### src/rtl/vga_embarcacao_param.sv
// Ship renderer for one ship of 1..MAX_CELULAS cells on the 8x8 board grid of a
// 640x480 VGA frame.
//
// A carregar strobe latches the packed cell positions and the cell count. The
// pixel border table is then built one cell per clock. Once the table is
// complete, pronto is raised and every pixel that falls inside a valid cell is
// coloured.
//
// Hit cells blink white, toggling on frame starts. A fully hit (sunk) ship is
// drawn steady red. The colour and sunk outputs are registered, so they lag the
// sampled pixel by one cycle.
//
// Ports:
//   clk, reset          clock, synchronous active-high reset
//   areaAtiva           active video area
//   linha, coluna       current VGA line / column
//   carregar            load strobe (ignored while the table is being built)
//   posicoesEmbarcacao  cell i: X = [8i+3:8i], Y = [8i+7:8i+4], valid 1..8
//   numCelulas          cells in use (clamped to MAX_CELULAS)
//   acertos             live per-cell hit mask
//   pronto              border table valid, ship being drawn
//   afundado            every used cell is hit
//   rgb_r, rgb_g, rgb_b registered colour
module vga_embarcacao_param #(
    parameter int unsigned MAX_CELULAS  = 5,
    parameter logic [2:0]  COR          = 3'b010,
    parameter int unsigned CELL_W       = 54,
    parameter int unsigned CELL_H       = 49,
    parameter int unsigned ORIGEM_X     = 16,
    parameter int unsigned ORIGEM_Y     = 16,
    parameter int unsigned PASSO_X      = 62,
    parameter int unsigned PASSO_Y      = 57,
    parameter int unsigned BLINK_FRAMES = 30
) (
    input  logic                     clk,
    input  logic                     reset,
    input  logic                     areaAtiva,
    input  logic [9:0]               linha,
    input  logic [9:0]               coluna,
    input  logic                     carregar,
    input  logic [8*MAX_CELULAS-1:0] posicoesEmbarcacao,
    input  logic [3:0]               numCelulas,
    input  logic [MAX_CELULAS-1:0]   acertos,
    output logic                     pronto,
    output logic                     afundado,
    output logic                     rgb_r,
    output logic                     rgb_g,
    output logic                     rgb_b
);

    localparam int unsigned FrameW = (BLINK_FRAMES > 1) ? $clog2(BLINK_FRAMES) : 1;

    typedef enum logic [1:0] {StOcioso, StCalcula, StPronto} state_e;

    state_e                   state_q, state_d;
    logic [3:0]               idx_q, idx_d;
    logic [8*MAX_CELULAS-1:0] pos_q, pos_d;
    logic [3:0]               ncel_q, ncel_d;
    logic [9:0]               left_q [MAX_CELULAS];
    logic [9:0]               left_d [MAX_CELULAS];
    logic [9:0]               down_q [MAX_CELULAS];
    logic [9:0]               down_d [MAX_CELULAS];
    logic [MAX_CELULAS-1:0]   valid_q, valid_d;
    logic [FrameW-1:0]        frame_q, frame_d;
    logic                     phase_q, phase_d;
    logic                     pronto_q, pronto_d;
    logic                     afundado_q, afundado_d;
    logic [2:0]               rgb_q, rgb_d;

    logic       load;
    logic [3:0] cur_x, cur_y;
    logic       found, found_hit, all_hit, sunk, frame_start;

    // A strobe is only honoured outside the table build.
    assign load = carregar && (state_q != StCalcula);

    always_comb begin
        state_d = state_q;
        idx_d   = idx_q;
        pos_d   = pos_q;
        ncel_d  = ncel_q;
        left_d  = left_q;
        down_d  = down_q;
        valid_d = valid_q;
        cur_x   = 4'd0;
        cur_y   = 4'd0;

        for (int i = 0; i < int'(MAX_CELULAS); i++) begin
            if (idx_q == 4'(i)) begin
                cur_x = pos_q[8*i +: 4];
                cur_y = pos_q[8*i+4 +: 4];
            end
        end

        case (state_q)
            StOcioso: begin
                if (carregar) state_d = StCalcula;
            end
            StCalcula: begin
                for (int i = 0; i < int'(MAX_CELULAS); i++) begin
                    if (idx_q == 4'(i)) begin
                        left_d[i]  = 10'(ORIGEM_X) + ({6'd0, cur_x} - 10'd1) * 10'(PASSO_X);
                        down_d[i]  = 10'(ORIGEM_Y) + ({6'd0, cur_y} - 10'd1) * 10'(PASSO_Y);
                        valid_d[i] = (cur_x >= 4'd1) && (cur_x <= 4'd8) &&
                                     (cur_y >= 4'd1) && (cur_y <= 4'd8) &&
                                     (4'(i) < ncel_q);
                    end
                end
                if (idx_q == 4'(MAX_CELULAS - 1)) begin
                    state_d = StPronto;
                end else begin
                    idx_d = idx_q + 4'd1;
                end
            end
            StPronto: begin
                if (carregar) state_d = StCalcula;
            end
            default: state_d = StOcioso;
        endcase

        if (load) begin
            pos_d  = posicoesEmbarcacao;
            ncel_d = (numCelulas > 4'(MAX_CELULAS)) ? 4'(MAX_CELULAS) : numCelulas;
            idx_d  = 4'd0;
        end
    end

    // Pixel hit test; the lowest-index matching cell decides the colour.
    always_comb begin
        found     = 1'b0;
        found_hit = 1'b0;
        for (int i = 0; i < int'(MAX_CELULAS); i++) begin
            if (!found && valid_q[i] &&
                (linha > down_q[i]) && (linha < down_q[i] + 10'(CELL_H)) &&
                (coluna > left_q[i]) && (coluna < left_q[i] + 10'(CELL_W))) begin
                found     = 1'b1;
                found_hit = acertos[i];
            end
        end
    end

    always_comb begin
        all_hit = 1'b1;
        for (int i = 0; i < int'(MAX_CELULAS); i++) begin
            if ((4'(i) < ncel_q) && !acertos[i]) all_hit = 1'b0;
        end
        sunk = pronto_q && (ncel_q != 4'd0) && all_hit;

        frame_start = (linha == 10'd0) && (coluna == 10'd0);
        frame_d     = frame_q;
        phase_d     = phase_q;
        if (frame_start) begin
            if (frame_q == FrameW'(BLINK_FRAMES - 1)) begin
                frame_d = '0;
                phase_d = ~phase_q;
            end else begin
                frame_d = frame_q + 1'b1;
            end
        end

        // pronto lags the state by one cycle and drops on the accepting edge.
        pronto_d   = (state_q == StPronto) && !carregar;
        afundado_d = sunk;

        rgb_d = 3'b000;
        if (pronto_q && areaAtiva && found) begin
            if (sunk) begin
                rgb_d = 3'b100;
            end else if (found_hit && phase_q) begin
                rgb_d = 3'b111;
            end else begin
                rgb_d = COR;
            end
        end
    end

    always_ff @(posedge clk) begin
        if (reset) begin
            state_q    <= StOcioso;
            idx_q      <= 4'd0;
            pos_q      <= '0;
            ncel_q     <= 4'd0;
            valid_q    <= '0;
            frame_q    <= '0;
            phase_q    <= 1'b0;
            pronto_q   <= 1'b0;
            afundado_q <= 1'b0;
            rgb_q      <= 3'b000;
            for (int i = 0; i < int'(MAX_CELULAS); i++) begin
                left_q[i] <= 10'd0;
                down_q[i] <= 10'd0;
            end
        end else begin
            state_q    <= state_d;
            idx_q      <= idx_d;
            pos_q      <= pos_d;
            ncel_q     <= ncel_d;
            valid_q    <= valid_d;
            frame_q    <= frame_d;
            phase_q    <= phase_d;
            pronto_q   <= pronto_d;
            afundado_q <= afundado_d;
            rgb_q      <= rgb_d;
            left_q     <= left_d;
            down_q     <= down_d;
        end
    end

    assign pronto                = pronto_q;
    assign afundado              = afundado_q;
    assign {rgb_r, rgb_g, rgb_b} = rgb_q;

endmodule

### config.mk
export PLATFORM = sky130hd
export DESIGN_NAME = vga_embarcacao_param
export DESIGN_NICKNAME = d
export VERILOG_FILES = /design/src/rtl/vga_embarcacao_param.sv
export SDC_FILE = /design/constraint.sdc
export NUM_CORES = 1
export LEC_CHECK = 0
export BUFFER_PORTS_ARGS = -buffer_cell sky130_fd_sc_hd__buf_2
export CORE_MARGIN = 1
export CORE_UTILIZATION = 57
export DETAILED_ROUTE_END_ITERATION = 8
export PLACE_DENSITY = 0.84
export SYNTH_ARGS = -nofsm -noshare
export SYNTH_HDL_FRONTEND = slang
export SYNTH_SLANG_ARGS = --single-unit
### constraint.sdc
create_clock -name clk -period 5.8 [get_ports clk]
set_input_delay 1.16 -clock clk [delete_from_list [all_inputs] [get_ports clk]]
set_output_delay 1.16 -clock clk [all_outputs]
set_load 0.005 [all_outputs]
Word-level counts from Yosys, hierarchy flattened
Cells that the tools add are included.
{"block": "word_totals", "ff_bits": 166, "in_bits": 73, "elab_cells": 190, "output_inout_bits": 5}
{"block": "classes", "muxes": 32, "n_bitwise": 3, "reduce_logical": 72, "magnitude_cmp": 30, "eq_ne": 10, "mul": 2, "add_sub_neg": 16}
{"cell": "$add A10 B6 Y10 const B", "count": 10}
{"cell": "$gt A10 B10 Y1", "count": 10}
{"cell": "$lt A10 B10 Y1", "count": 10}
{"cell": "$logic_and A1 B1 Y1", "count": 45}
{"cell": "$mux W4", "count": 11}
{"cell": "$add A5 B10 Y10 const A", "count": 2}
{"cell": "$logic_not A10 Y1", "count": 2}
{"cell": "$reduce_and A2 Y1", "count": 8}
{"cell": "$mux W1", "count": 15}
{"cell": "$logic_not A1 Y1", "count": 10}
{"cell": "$mul A10 B5 Y9 const B", "count": 1}
{"cell": "$mul A5 B7 Y10 const B", "count": 1}
{"cell": "$sub A4 B1 Y5 const B", "count": 2}
{"cell": "$eq A4 B2 Y1 const B", "count": 2}
{"cell": "$ge A4 B1 Y1 const B", "count": 2}
{"cell": "$le A4 B4 Y1 const B", "count": 2}
{"cell": "$lt A1 B4 Y1 const A", "count": 2}
{"cell": "$lt A2 B4 Y1 const A", "count": 2}
{"cell": "$mux W3", "count": 2}
{"cell": "$reduce_or A2 Y1", "count": 3}
{"cell": "$add A5 B1 Y5 const B", "count": 1}
{"cell": "$eq A5 B5 Y1 const B", "count": 1}
{"cell": "$mux W5", "count": 1}
{"cell": "$add A4 B1 Y4 const B", "count": 1}
{"cell": "other kinds (15)", "count": 19}

Depth between registers and ports, before layout
Gate-level depths: netlist of the first run.
{"block": "logic_depth", "ltp_word": 37, "mapped_depth": 25}

Worst setup path before layout of the first run
No wires, ideal clock.
{"block": "synth_timing", "kind": "register -> register", "start": "register idx_q[0]", "end": "register down_q[19] in the netlist's numbering", "path_stages_with_launch": 23, "n_path_buf": 1, "arrival_time_ns": 5.470, "slack_ns": 0.203, "synth_period_minus_slack_ns": 5.597, "path_cell_list": "dfxtp_1 -> inv_1 -> ha_1 -> clkbuf_1 -> nand3b_1 -> a311oi_1 -> a21oi_1 -> a2bb2oi_1 -> ha_1 -> xnor2_1 -> inv_1 -> fa_1 -> fa_1 -> fa_1 -> inv_1 -> ha_1 -> fa_1 -> a21o_1 -> a21oi_1 -> xnor2_1 -> nor2_1 -> a21oi_1 -> nor2_1"}
{"block": "synth_via", "elab_chain_len": 9, "elab_cells_between_ends": 14, "classes_between": "2 x add/sub; 1 x mul; 4 x eq/ne; 5 x mux; 2 x reduce/logical"}
{"element": "start, declared", "line": "56", "source": "logic [3:0] idx_q, idx_d;"}
{"element": "start signal, assigned", "line": "195", "source": "idx_q <= idx_d;"}
{"element": "$logic_not A4 Y1", "line": "89", "source": "if (idx_q == 4'(i)) begin"}
{"element": "$mux W4 (5 in a row)", "line": "89"}
{"element": "$sub A4 B1 Y5", "line": "103", "source": "down_d[i] = 10'(ORIGEM_Y) + ({6'd0, cur_y} - 10'd1) * 10'(PASSO_Y);"}
{"element": "$mul A5 B7 Y10", "line": "103"}
{"element": "$add A5 B10 Y10", "line": "103"}
{"element": "end signal, assigned", "line": "205", "source": "down_q <= down_d;"}
{"element": "end, declared", "line": "61", "source": "logic [9:0] down_q [MAX_CELULAS];"}
Parallel ways exist; a longest one is shown, timed or not.
A chain may end at the register's enable or synchronous reset.

Worst setup path in the final report of the first run
{"block": "layout_timing", "start": "register idx_q[1]", "end": "register left_q[9] in the netlist's numbering"}
{"block": "layout_via", "elab_chain_len": 9, "elab_cells_between_ends": 14, "classes_between": "2 x add/sub; 1 x mul; 4 x eq/ne; 5 x mux; 2 x reduce/logical"}
{"element": "$logic_not A4 Y1", "line": "89"}
{"element": "$mux W4 (5 in a row)", "line": "89"}
{"element": "$sub A4 B1 Y5", "line": "102", "source": "left_d[i] = 10'(ORIGEM_X) + ({6'd0, cur_x} - 10'd1) * 10'(PASSO_X);"}
{"element": "$mul A10 B5 Y9", "line": "102"}
{"element": "$add A5 B10 Y10", "line": "102"}
{"element": "end signal, assigned", "line": "204", "source": "left_q <= left_d;"}
{"element": "end, declared", "line": "59", "source": "logic [9:0] left_q [MAX_CELULAS];"}
Parallel ways exist; a longest one is shown, timed or not.

==> results.ini, run 1 <==
[placed_design]
pre_cts_ws_ns = 0.235
placed_area_um2 = 13700
place.gp.congestion = 0.954
dp.cells = 1978
portBuffers = 77
dp_hpwl_um = 27400

[die]
rows = 55
pin_count = 78
core_area_um2 = 22600
fp.dieArea_um2 = 23500
die_x_um = 153
die_y_um = 153
initial_utilization = 0.579

[run]
max-cap-violations = 0

[layout]
layout-drive-gt1-share = 0.0881
final_cells = 2010
final_area_um2 = 14400
diodes = 0
syn_to_final_growth_pct = 10.4
nNetsFinal = 2035
post-route-util = 0.639

[synthesis]
synth_top_family_by_area = adder cells
synth_area_per_cell_um2 = 7.91
synth_cell_types = 70
synth_nets = 1974
ys_async_sr_fraction = 0
syn_area_um2 = 13100
synth.area.mux_share = 0.00393
synth_seq_cells = 161
synth_compound_area_frac = 0.181
ys_warn_count = 0
syn_inst = 1651
ys_seq_area_frac = 0.247
synth_area_leaders = dfxtp_1 25%, ha_1 23%, nand2_1 7.2%, a21oi_1 6.8%, xnor2_1 5.3%
synth_edf_count = 0
synth_fa_ha_area_frac = 0.247
synth-xor-area-share = 0.0657
synth.most_common_cell = nand2_1
netlist.area_leader.share = 0.247
synth-simple-area-share = 0.197
yosysTopAreaCell = dfxtp_1
netlist_top_cells_count = 249 x nand2_1, 237 x ha_1, 177 x a21oi_1
synth_ff_type = dfxtp_1

[routing]
num_vias = 12163
ant_nets = 0
wl_um = 36500
wl_per_cell_um = 18.2
first_pass_iters = 8
routed_via_density = 6.05
post-route-drc-count = 0
drt_iter0_markers = 781

[clock_network]
cts-root-buf = clkbuf_16
clk_latency_ns = 0.44
cts_max_level = 4
cts_tree = yes
cts.sinks = 161
numCtsBuffers = 17
path_clk_slew_ns = 0.07
post-cts-setup-buffer-count = 0
clock_path_buffers = 2

[power]
vdd_ir_drop_max_mv = 0.776
clkPwrFrac = 0.212
pwr-share-comb = 0.565
power_density_nw_per_um2 = 384
p_leak_nw = 5.83
cellInternalPower_mw = 3.01
power.switching_mw = 2.52
netSwitchingFraction = 0.456
p_total_mw = 5.53
pwr-share-seq = 0.223

[sta]
fin_crit_sh = 0.949
setup_viol = 0
slew_headroom = 0.221
rsz0062_at_grt = yes
report.final.slew_viol_count = 0
layout_setup_ws_ns = 0.294
min_period_ns = 5.51
tightest_slew_ns = 1.17
finClkSkew_ns = 0.0117
fmax_mhz = 182
hold_viol_final = 0

[outcome]
status = complete, no violations

[worst_setup_path]
crit_fanout = 11
arrival_ns = 5.85
critPathLaunchType = register
required_ns = 6.14
cp-end-kind = register
worst-setup-path-type = register to register
rrSetupSlack_ns = 0.29

[global_routing]
grt.overflow.total = 0
grt_start_max_net_pins = 113
grt_use_total = 0.315
grt_pass1_vias = 11888
grt_pass1_wl_um = 58600
antenna_found_initial = 0

[worst_hold_path]
worstHoldPathType = register to register

## sequential cells by signal, summed over array words and instances (netlist names), 2 cells and up
signal   flops
left_q      45
pos_q       40
rgb_q        3
down_q      50
ncel_q       4
valid_q      5
frame_q      5
state_q      2
idx_q        4
## cells in the final DEF, fill, tap and decap left out, drive strengths merged, types with 8 or more instances in the layout
cell type and count:
a211oi 39, and2 14, fa 13, nor2b 16, nand2 249, nand4 34, buf 96, dfxtp 161
inv 155, o211ai 17, nor4 13, clkbuf 20, a21oi 177, nor2 118, o21ai 38, xor2 19
o31ai 10, o21a 17, xnor2 79, nor3 28, nor3b 8, a31oi 8, nand3 29, ha 237
o2111ai 9, a21o 8, nand2b 16
## final cells by class
cell class	instances	area (um2)
Timing Repair Buffer	96	531
Inverter	151	567
Sequential cell	161	3220
Multi-Input combinational cell	1285	9130
Clock buffer	20	467
Clock inverter	12	145
Fill cell	1885	8150
Tap cell	285	357
## metal layers
| metal | GRT usage | up-vias | part of all wire |
|---|---|---|---|
| li1 | - | 5898 | - |
| met1 | 0.382 | 5668 | 0.42 |
| met2 | 0.529 | 476 | 0.46 |
| met3 | 0.0610 | 121 | 0.074 |
| met4 | 0.160 | 0 | 0.047 |
| met5 | 0 | - | 0 |
## kinds of logic after synthesis
group                      after synthesis
adders and majority gates              250
and+or+nand+nor                        559
muxes                                    5
buffers and inverters                  205
xor gates and xnor gates                98
AOI/OAI and AO/OA                      373
DFF                                    161
## repair_timing
action	CTS	global route
resized for setup	0	13
hold buffers	0	0
endpoints found under the setup margin	0	20
## worst paths after layout
check | from | to | cells after the start
max | idx_q[1] | left_q[9] | 22
min | pos_q[9] | pos_q[9] | 2
min reg2reg | pos_q[9] | pos_q[9] | 2
max reg2reg | idx_q[1] | left_q[9] | 22
## worst max-delay path, stage by stage (launching register included)
cell and delay, ns:
dfxtp_1 0.39, inv_1 0.09, ha_1 0.24, and3b_2 0.33, a32o_1 0.26, a31oi_2 0.21, ha_2 0.34, xor2_1 0.19
inv_1 0.06, ha_1 0.30, inv_1 0.06, fa_1 0.52, fa_1 0.50, inv_1 0.04, ha_1 0.30, nor2b_1 0.14
o21ai_1 0.17, a21oi_1 0.13, or4_1 0.42, nand3_1 0.15, xnor2_2 0.11, xnor2_2 0.18, a211oi_1 0.26
## metrics by stage
| step | hold slack [ns] | setup TNS, ns |
|---|---|---|
| 5_1_grt | 0.488 | -0.251 |
| 6_report | 0.461 | 0 |
| 2_1_floorplan | 0.429 | 0 |
| 3_3_place_gp | 0.443 | 0 |
| 3_5_place_dp | 0.452 | 0 |
| 4_1_cts | 0.462 | 0 |
## power groups by stage
stage	clock network (mW)	registers, mW	logic, mW
finish	1.18	1.23	3.12
global route	1.23	1.24	3.40
CTS	1.18	1.23	2.91
detailed placement	0	1.26	2.88
global placement	0	1.25	2.79
floorplan	0	1.23	1.92
No activity file was read; power rests on OpenSTA's default activity.
==> run 2, diff against run 1 <==
- PLACE_DENSITY: 0.84 -> 0.78
- SETUP_SLACK_MARGIN: unset -> 0.4
==> run 2 against run 1 <==
Clock skew up 0.0022 ns; sequential power about the same; core utilization up 1.6 points; non-clock buffer count up 16; global-route usage about the same; worst hold slack worse by 0.0067 ns; cell count up 0.75%; flip-flop and latch count unchanged; setup slack better by 0.097 ns; clock-buffer cell count down 3; maximum frequency up 1.8%; critical endpoint is now left_q[49]; largest power group unchanged.
==> results.ini, run 2 (synthesis results as in run 1) <==
[power]
vdd_ir_drop_max_mv = 0.587  ; was 0.776 mV
power_density_nw_per_um2 = 399  ; was 384 nW/um2
p_leak_nw = 5.95  ; was 5.83 nW

[worst_setup_path]
critPathTopFamily = adder cells  ; unchanged
crit_fanout = 11  ; unchanged
critPathLaunchType = register  ; unchanged
critPathMaxStageDelay_ns = 0.53  ; was 0.52 ns
cp-end-kind = register  ; unchanged
ff2ff_path_depth = 23  ; was 22
cpMaxStageDelayCell = fa_1  ; unchanged
required_ns = 6.15  ; was 6.14 ns
worst-setup-path-type = register to register  ; unchanged
critPathBufInv = 6  ; was 4
crit_chain = inv_2 > ha_4 > and3b_2 > a32o_1 > a31oi_4 > buf_6 > nand3_4 > xnor2_2 > inv_2 > fa_1 > inv_1 > fa_1 > xnor2_2 > xnor2_1 > ha_1 > inv_1 > or4_1 > o2111ai_2 > nand4_1 > xnor2_2 > xnor2_2 > buf_4 > a211oi_1  ; was inv_1 > ha_1 > and3b_2 > a32o_1 > a31oi_2 > ha_2 > xor2_1 > inv_1 > ha_1 > inv_1 > fa_1 > fa_1 > inv_1 > ha_1 > nor2b_1 > o21ai_1 > a21oi_1 > or4_1 > nand3_1 > xnor2_2 > xnor2_2 > a211oi_1
arrival_ns = 5.76  ; was 5.85 ns
crit_cells = 23  ; was 22
cp_common_cell = xnor2_2  ; was inv_1

[clock_network]
clk_latency_ns = 0.45  ; was 0.44 ns
path_clk_slew_ns = 0.07  ; about the same
cts-root-buf = clkbuf_16  ; unchanged
clock_path_buffers = 2  ; unchanged
holdBufCountCts = 0  ; unchanged
cts.sinks = 161  ; unchanged
cts_tree = yes  ; unchanged
cts_max_level = 4  ; unchanged
numCtsBuffers = 17  ; unchanged

[die]
rows = 55  ; unchanged
initial_utilization = 0.579  ; unchanged
core_area_um2 = 22600  ; unchanged
die_y_um = 153  ; unchanged
pin_count = 78  ; unchanged
fp.dieArea_um2 = 23500  ; unchanged
die_x_um = 153  ; unchanged

[global_routing]
grt_pass1_vias = 11333  ; was 11888
grt.overflow.total = 0  ; unchanged
grt_use_total = 0.314  ; was 0.315
grt_start_max_net_pins = 75  ; was 113
antenna_found_initial = 0  ; unchanged
grt_pass1_wl_um = 57700  ; was 58600 um

[routing]
post-route-drc-count = 0  ; unchanged
routed_via_density = 5.98  ; was 6.05
first_pass_iters = 6  ; was 8
drt_iter0_markers = 970  ; was 781
wl_um = 37400  ; was 36500 um
wl_per_cell_um = 18.5  ; was 18.2 um
num_vias = 12116  ; was 12163
ant_nets = 0  ; unchanged

[placed_design]
portBuffers = 77  ; unchanged
place.gp.congestion = 0.966  ; was 0.954
placed_area_um2 = 13800  ; was 13700 um2
dp_hpwl_um = 27500  ; was 27400 um

[layout]
post-route-util = 0.655  ; was 0.639
largest_reg_flops = 50  ; unchanged
nNetsFinal = 2051  ; was 2035
final_area_um2 = 14800  ; was 14400 um2
final_cell_mix = 249 x nand2_1, 230 x ha_1, 174 x a21oi_1, 159 x dfxtp_1, 145 x inv_1  ; was 249 x nand2_1, 235 x ha_1, 176 x a21oi_1, 160 x dfxtp_1, 150 x inv_1
layout-drive-gt1-share = 0.116  ; was 0.0881
syn_to_final_growth_pct = 13.2  ; was 10.4%
fillers = 1848  ; was 1885
regMostFlops = down_q  ; unchanged
top_regs = down_q x50, left_q x45, pos_q x40  ; unchanged
final_common_cell = nand2_1  ; unchanged
diodes = 0  ; unchanged

[sta]
tightest_slew_ns = 0.987  ; was 1.17 ns
rsz0062_at_grt = no  ; was yes
fmax_mhz = 185  ; was 182 MHz
fin_crit_sh = 0.933  ; was 0.949
hold_viol_final = 0  ; unchanged
slew_headroom = 0.342  ; was 0.221
setup_viol = 0  ; unchanged
min_period_ns = 5.41  ; was 5.51 ns
finClkSkew_ns = 0.0140  ; was 0.0117 ns
report.final.slew_viol_count = 0  ; unchanged

[run]
max-cap-violations = 0  ; unchanged

[outcome]
status = complete, no violations  ; unchanged

[worst_hold_path]
worstHoldPathType = register to register  ; unchanged
whs_path_depth = 2  ; unchanged

==> run 2: cell types whose count changed in the layout (fill, tap and decap cells not counted), moves of 4 or more <==
cell and delta:
ha_4 +6, ha_1 -5, buf_4 +10, inv_1 -5
buf_6 +4, inv_2 +4
==> run 2: path summary, 6_finish.rpt <==
kind	startpoint	endpoint	slack (ns)
setup / recovery	idx_q[1]	left_q[49]	0.39
hold / removal	pos_q[11]	pos_q[11]	0.45
setup reg to reg	idx_q[1]	left_q[49]	0.39
hold reg to reg	pos_q[11]	pos_q[11]	0.45
==> run 2: worst reg2reg max path: stages (launching register included) <==
cell       delay (ns)
dfxtp_4          0.38
inv_2            0.07
ha_4             0.20
and3b_2          0.25
a32o_1           0.27
a31oi_4          0.27
buf_6            0.16
nand3_4          0.09
xnor2_2          0.20
inv_2            0.07
fa_1             0.50
inv_1            0.09
fa_1             0.53
xnor2_2          0.16
xnor2_1          0.14
ha_1             0.35
inv_1            0.07
or4_1            0.52
o2111ai_2        0.12
nand4_1          0.18
xnor2_2          0.20
xnor2_2          0.13
buf_4            0.17
a211oi_1         0.22
==> run 2: area by class of cell <==
type	count	area (um2)	area share
timing repair buffer	112	691	0.0467
clock buffer	17	425	0.0288
sequential	161	3230	0.219
inverter	151	569	0.0385
clock inverter	14	158	0.0107
tap	285	357	0.0241
multi-input combinational	1285	9350	0.633
==> run 2: where the power goes <==
group	switching, mW	leakage (nW)	internal, mW
Clock	0.492	0.275	0.637
Combinational	2.15	4.36	1.38
Sequential	0.0650	1.31	1.17
Total	2.70	5.95	3.19
==> run 2: per-stage QoR <==
stage / power [mW] / cells / setup slack (ns) / hold slack, ns / setup TNS (ns)
after global placement: 4.09 / 1977 / 0.225 / 0.445 / 0
after floorplan: 3.16 / 1651 / 0.423 / 0.429 / 0
after global routing: 6.22 / 2025 / 0.216 / 0.473 / 0
after CTS: 5.49 / 2012 / 0.394 / 0.455 / 0
final: 5.89 / 2025 / 0.391 / 0.455 / 0
after detailed placement: 4.16 / 1977 / -0.0145 / 0.447 / -0.0386
==> run 2: what timing repair did <==
action                     CTS  global route
setup endpoints to repair   24            25
buffers inserted             4            13
pin swaps                    3            12
resized for setup           17            45
==> run 2: metal layers <==
| metal | global-route usage | routed length (um) | share of wire |
|---|---|---|---|
| met1 | 0.393 | 15700 | 0.42 |
| met2 | 0.529 | 17600 | 0.47 |
| met3 | 0.0417 | 2550 | 0.068 |
| met4 | 0.162 | 1630 | 0.044 |
| met5 | 0 | 0 | 0 |
